**src/rtl/alu_pipe.sv**
```systemverilog
// alu_pipe: two-stage valid/ready pipelined ALU (logic ops, add/sub, shifts).
// Define ALU_PIPE_FLAGS_EN to build the registered {N,Z,C,V} flag path; otherwise flags is tied to 0.
module alu_pipe #(
  parameter int WIDTH = 8
) (
  input  logic             clk,
  input  logic             rst_n,
  input  logic             in_valid,
  output logic             in_ready,
  input  logic [WIDTH-1:0] in1,
  input  logic [WIDTH-1:0] in2,
  input  logic [2:0]       opcode,
  output logic             out_valid,
  input  logic             out_ready,
  output logic [WIDTH-1:0] o,
  output logic [3:0]       flags
);

  localparam logic [2:0] OP_AND = 3'b000;
  localparam logic [2:0] OP_NOT = 3'b001;
  localparam logic [2:0] OP_XOR = 3'b010;
  localparam logic [2:0] OP_OR  = 3'b011;
  localparam logic [2:0] OP_ADD = 3'b100;
  localparam logic [2:0] OP_SUB = 3'b101;
  localparam logic [2:0] OP_SHL = 3'b110;
  localparam logic [2:0] OP_SHR = 3'b111;

  localparam logic [WIDTH:0] SHIFT_LIMIT = (WIDTH+1)'(WIDTH);

  logic             r_s1Valid;
  logic [WIDTH-1:0] r_s1A;
  logic [WIDTH-1:0] r_s1B;
  logic [2:0]       r_s1Op;
  logic             r_outValid;
  logic [WIDTH-1:0] r_o;

  logic             w_s1Load;
  logic             w_s2Load;
  logic             w_shiftOver;
  logic [WIDTH-1:0] w_addRes;
  logic [WIDTH-1:0] w_subRes;
  logic [WIDTH-1:0] w_result;

  // S2 frees up when its result is absent or being taken; in_ready follows out_ready combinationally.
  assign w_s2Load    = r_s1Valid && (!r_outValid || out_ready);
  assign in_ready    = !r_s1Valid || w_s2Load;
  assign w_s1Load    = in_valid && in_ready;
  assign w_shiftOver = ({1'b0, r_s1B} >= SHIFT_LIMIT);

`ifdef ALU_PIPE_FLAGS_EN
  logic [WIDTH:0] w_addExt;
  logic [WIDTH:0] w_subExt;
  assign w_addExt = {1'b0, r_s1A} + {1'b0, r_s1B};
  assign w_subExt = {1'b0, r_s1A} - {1'b0, r_s1B};
  assign w_addRes = w_addExt[WIDTH-1:0];
  assign w_subRes = w_subExt[WIDTH-1:0];
`else
  assign w_addRes = r_s1A + r_s1B;
  assign w_subRes = r_s1A - r_s1B;
`endif

  always_comb begin
    w_result = '0;
    case (r_s1Op)
      OP_AND: w_result = r_s1A & r_s1B;
      OP_NOT: w_result = ~r_s1A;
      OP_XOR: w_result = r_s1A ^ r_s1B;
      OP_OR:  w_result = r_s1A | r_s1B;
      OP_ADD: w_result = w_addRes;
      OP_SUB: w_result = w_subRes;
      OP_SHL: w_result = w_shiftOver ? '0 : (r_s1A << r_s1B);
      OP_SHR: w_result = w_shiftOver ? '0 : (r_s1A >> r_s1B);
      default: w_result = '0;
    endcase
  end

  always_ff @(posedge clk or negedge rst_n) begin
    if (!rst_n) begin
      r_s1Valid <= 1'b0;
      r_s1A     <= '0;
      r_s1B     <= '0;
      r_s1Op    <= '0;
    end else begin
      r_s1Valid <= w_s1Load || (r_s1Valid && !w_s2Load);
      if (w_s1Load) begin
        r_s1A  <= in1;
        r_s1B  <= in2;
        r_s1Op <= opcode;
      end
    end
  end

  always_ff @(posedge clk or negedge rst_n) begin
    if (!rst_n) begin
      r_outValid <= 1'b0;
      r_o        <= '0;
    end else begin
      if (w_s2Load) begin
        r_outValid <= 1'b1;
        r_o        <= w_result;
      end else if (out_ready) begin
        r_outValid <= 1'b0;
      end
    end
  end

  assign out_valid = r_outValid;
  assign o         = r_o;

`ifdef ALU_PIPE_FLAGS_EN
  logic       w_carry;
  logic       w_overflow;
  logic [3:0] w_flags;
  logic [3:0] r_flags;

  // For SUB the carry bit of the extended difference is the borrow (in1 < in2).
  always_comb begin
    w_carry    = 1'b0;
    w_overflow = 1'b0;
    case (r_s1Op)
      OP_ADD: begin
        w_carry    = w_addExt[WIDTH];
        w_overflow = (r_s1A[WIDTH-1] == r_s1B[WIDTH-1]) &&
                     (w_addRes[WIDTH-1] != r_s1A[WIDTH-1]);
      end
      OP_SUB: begin
        w_carry    = w_subExt[WIDTH];
        w_overflow = (r_s1A[WIDTH-1] != r_s1B[WIDTH-1]) &&
                     (w_subRes[WIDTH-1] != r_s1A[WIDTH-1]);
      end
      default: begin
        w_carry    = 1'b0;
        w_overflow = 1'b0;
      end
    endcase
  end

  assign w_flags = {w_result[WIDTH-1], (w_result == '0), w_carry, w_overflow};

  always_ff @(posedge clk or negedge rst_n) begin
    if (!rst_n) begin
      r_flags <= 4'b0100;
    end else if (w_s2Load) begin
      r_flags <= w_flags;
    end
  end

  assign flags = r_flags;
`else
  assign flags = 4'b0000;
`endif

endmodule

```
**config.mk**
```make
export PLATFORM = sky130hd
export DESIGN_NAME = alu_pipe
export DESIGN_NICKNAME = d
export VERILOG_FILES = /design/src/rtl/alu_pipe.sv
export SDC_FILE = /design/constraint.sdc
export NUM_CORES = 1
export LEC_CHECK = 0
export BUFFER_PORTS_ARGS = -buffer_cell sky130_fd_sc_hd__clkbuf_2
export CAP_MARGIN = 20
export CELL_PAD_IN_SITES_DETAIL_PLACEMENT = 1
export CELL_PAD_IN_SITES_GLOBAL_PLACEMENT = 1
export CORE_MARGIN = 10
export CORE_UTILIZATION = 40
export DETAILED_ROUTE_END_ITERATION = 8
export GPL_ROUTABILITY_DRIVEN = 0
export PLACE_DENSITY_LB_ADDON = 0.05
export SLEW_MARGIN = 20
export SYNTH_ARGS = -nofsm -noshare
export SYNTH_HDL_FRONTEND = slang
export SYNTH_SLANG_ARGS = --single-unit
```
**constraint.sdc**
```tcl
create_clock -name clk -period 2.3 [get_ports clk]
set_input_delay 0.23 -clock clk [delete_from_list [all_inputs] [get_ports clk]]
set_output_delay 0.23 -clock clk [all_outputs]
set_load 0.02 [all_outputs]
```
==> qor.csv <==
stage;metric;value;unit
placed_design;pre_cts_slack;-0.07950;ns
critical_path;regToRegSetupSlack;0.01;ns
layout;layout.cells.non_filler;439;
sta;rsz0062_at_grt;true;
route;drt_iter0_drc;138;
logic_synthesis;yosysSeqAreaShare;26.19;%
sta;fin_ws;0.01208;ns
logic_synthesis;synth-adder-area-share;11.56;%
critical_path;reg2reg_depth;12;
layout;layout-drive-gt1-share;39.28;%
grt;grt_pass1_wl;14550;microns
die;die_area;10660;sq um
logic_synthesis;synth_edf_count;0;
sta;clock_skew;0.01279;ns
die;core_area;6756;sq um
sta;tns;0;ns
logic_synthesis;synthFlopType;dfrtp_1;
critical_path;slowest_stage;dfrtp_1;
sta;hold_violations;0;
route;via_count;2553;
clock_network;cts_hold_buf;0;
critical_path;cp_common_cell;o21ai_1;
placed_design;io_buffer_count;32;
die;die_x;103.2;microns
route;vias_per_cell;5.815;
clock_network;clk_pin_slew_worst_paths;0.07;ns
logic_synthesis;synth_simple_gate_area_share;14.09;%
route;first_pass_iters;5;
sta;post-route-min-period;2.288;ns
die;ioPinCount;37;
critical_path;worstSetupPathType;reg -> reg;
placed_design;dp_hpwl;6966;microns
critical_path;cp_top_family;compound AO/OA/AOI/OAI gates;
clock_network;ctsHtreeMaxLevel;2;
critical_path;crit_chain;buf_6 > nor3_4 > nor2_2 > xnor2_1 > ha_1 > buf_4 > o21ai_2 > a21oi_2 > o21ai_1 > nor2_1 > o21ai_1 > a31oi_1;
clock_network;cts.sinks;29;
clock_network;cts_max_path_buffers;2;
sta;worstMarginPinSlew;0.7616;ns
logic_synthesis;synth_seq_cells;29;
grt;grt_antenna_before_repair;0;
grt;grt_max_degree;30;
logic_synthesis;synth_compound_area_share;18.33;%
sta;slew_violations;0;
route;wl;9155;microns
logic_synthesis;syn_area_per_cell;9.177;sq um
clock_network;tritoncts;built;
logic_synthesis;yosysWarnings;0;
run;cap_viol_max_count;0;
critical_path;path_buf_inv;2;
route;antenna_left;0;
die;start_util;41.02;%
sta;period_share;99.47;%
pwr;max-vdd-ir-drop;0.4322;mV
grt;gr-total-overflow;0;
logic_synthesis;async_flop_share;100.0;%
logic_synthesis;synth.distinct_cells;55;
sta;slew_headroom;49.23;%
die;die_y;103.2;microns
route;drcViolationCount;0;
logic_synthesis;yosys.area_share.xor_xnor;3.160;%
pwr;power.density;820.8;nW/um^2
critical_path;path_max_fanout;4;
critical_path;cpPeakStageDelay;0.43;ns
clock_network;cts_root_buffer;clkbuf_8;
die;num_rows;30;
pwr;power.leakage;1.509;nW
logic_synthesis;netlist_area;2771;sq um
grt;grt_pass1_vias;2647;
route;wl_per_cell;20.85;microns
layout;final_util;49.94;%
grt;grt_use_total;17.77;%
clock_network;cts_buffers;5;
critical_path;end_kind;register;
layout;antenna_cells;0;
logic_synthesis;synthMuxAreaShare;16.12;%
sta;max_freq;437.1;MHz
logic_synthesis;synth_top_family_by_area;compound AO/OA/AOI/OAI gates;
critical_path;crit_cells;12;
sta;worst_hold_slack;0.002071;ns
placed_design;place_inst;430;
critical_path;cp.required;2.45;ns
critical_path;worst_setup_path_start_kind;register;
layout;layout.nets;407;
layout;area_delta_synth_final;21.76;%
critical_path;arrival;2.44;ns
logic_synthesis;synthCells;302;
sta;finalSetupViolations;0;
worst_hold_path;hold_class;in -> async;
clock_network;clk_latency;0.29;ns
outcome;status;finished clean;
[flip-flops by register name, summed over array words and instances (netlist names)]
signal and count:
r_s1Op 3, o 8, r_s1Valid 1, out_valid 1, r_s1B 8, r_s1A 8
[placed cells by master (no fill, tap or decap), types with 2 or more instances in the layout]
cell,n
nand2b_4,2
nand3_1,3
inv_2,4
nand2b_1,5
nor3_2,2
mux4_2,5
nor2_2,4
a31oi_2,3
nor2_1,17
nand2_2,2
o22ai_1,7
clkbuf_2,32
buf_4,36
ha_1,22
o211ai_1,3
conb_1,4
a31oi_1,6
o21ai_0,16
mux2_2,19
dfrtp_1,28
mux2i_1,12
xnor2_1,8
a21oi_2,3
nand2_1,23
o311ai_0,3
a221oi_1,6
o21ai_1,6
clkbuf_8,6
buf_6,3
o31ai_1,2
inv_1,16
nor3_1,6
o21ai_2,4
a21oi_1,6
[stage by stage]
step	instance area [sq um]	power [mW]
global placement	3163	2.152
detailed placement	3163	2.188
global route	3374	2.980
CTS	3274	2.659
finish	3374	2.770
floorplan	2853	1.739
[per-layer routing]
layer | track usage [%] | vias up | routed length (microns)
met4 | 3.850 | 0 | 110
li1 | - | 1200 | -
met1 | 24.58 | 1283 | 4318
met3 | 2.326 | 10 | 350
met2 | 28.77 | 60 | 4375
met5 | 0 | - | 0
[cells in the mapped netlist, drive strengths merged, types with 2 or more instances]
cell	n	share of area [%]
a211oi	2	0.54
a21oi	9	1.6
a221oi	6	1.9
a31oi	9	2.0
and2	2	0.50
buf	10	3.0
clkbuf	12	3.8
dfrtp	29	26
ha	24	11
inv	21	2.8
mux2	19	7.7
mux2i	12	4.3
mux4	5	4.1
nand2	25	3.4
nand2b	7	1.6
nand3	4	0.90
nor2	22	3.0
nor2b	2	0.45
nor3	9	1.8
o211ai	3	0.81
o21ai	26	4.7
o22ai	7	1.6
o311ai	3	0.95
o31ai	3	0.81
or4	2	0.68
xnor2	9	2.8
[cell families after synthesis]
kind of cell,count (synthesis)
AND/OR/NAND/NOR,78
buffers and inverters,45
flip-flops,29
adder cells (fa/ha/maj),25
multiplexers,36
XOR/XNOR,10
other,1
AO/OA/AOI/OAI,78
[worst paths after layout]
path	start	end
worst max-delay path	r_s1B[0]	o[6]
worst min-delay path	rst_n	r_s1A[0]
worst max register to register	r_s1B[0]	o[6]
worst min register to register	r_s1Valid	out_valid
max in group asynchronous	rst_n	r_s1B[1]
min in group clk	in_valid	r_s1Valid
[final cells by class]
type	count	area, sq um
Sequential cell	29	726.9
Tap cell	80	100.1
Multi-Input combinational cell	231	1911
Fill cell	806	3382
Inverter	21	86.33
Timing Repair Buffer	71	464.2
Clock buffer	7	86.33
[report_power, final]
group	switching, mW	internal [mW]
clock network	0.203	0.237
registers	0.147	0.615
logic	0.852	0.716
[what timing repair did]
| action | CTS | global route |
|---|---|---|
| resized for setup | 6 | 28 |
| setup buffers | 2 | 0 |
| pin swaps | 10 | 15 |
| setup endpoints to repair | 5 | 5 |
Power figures use the tool's default switching activity.
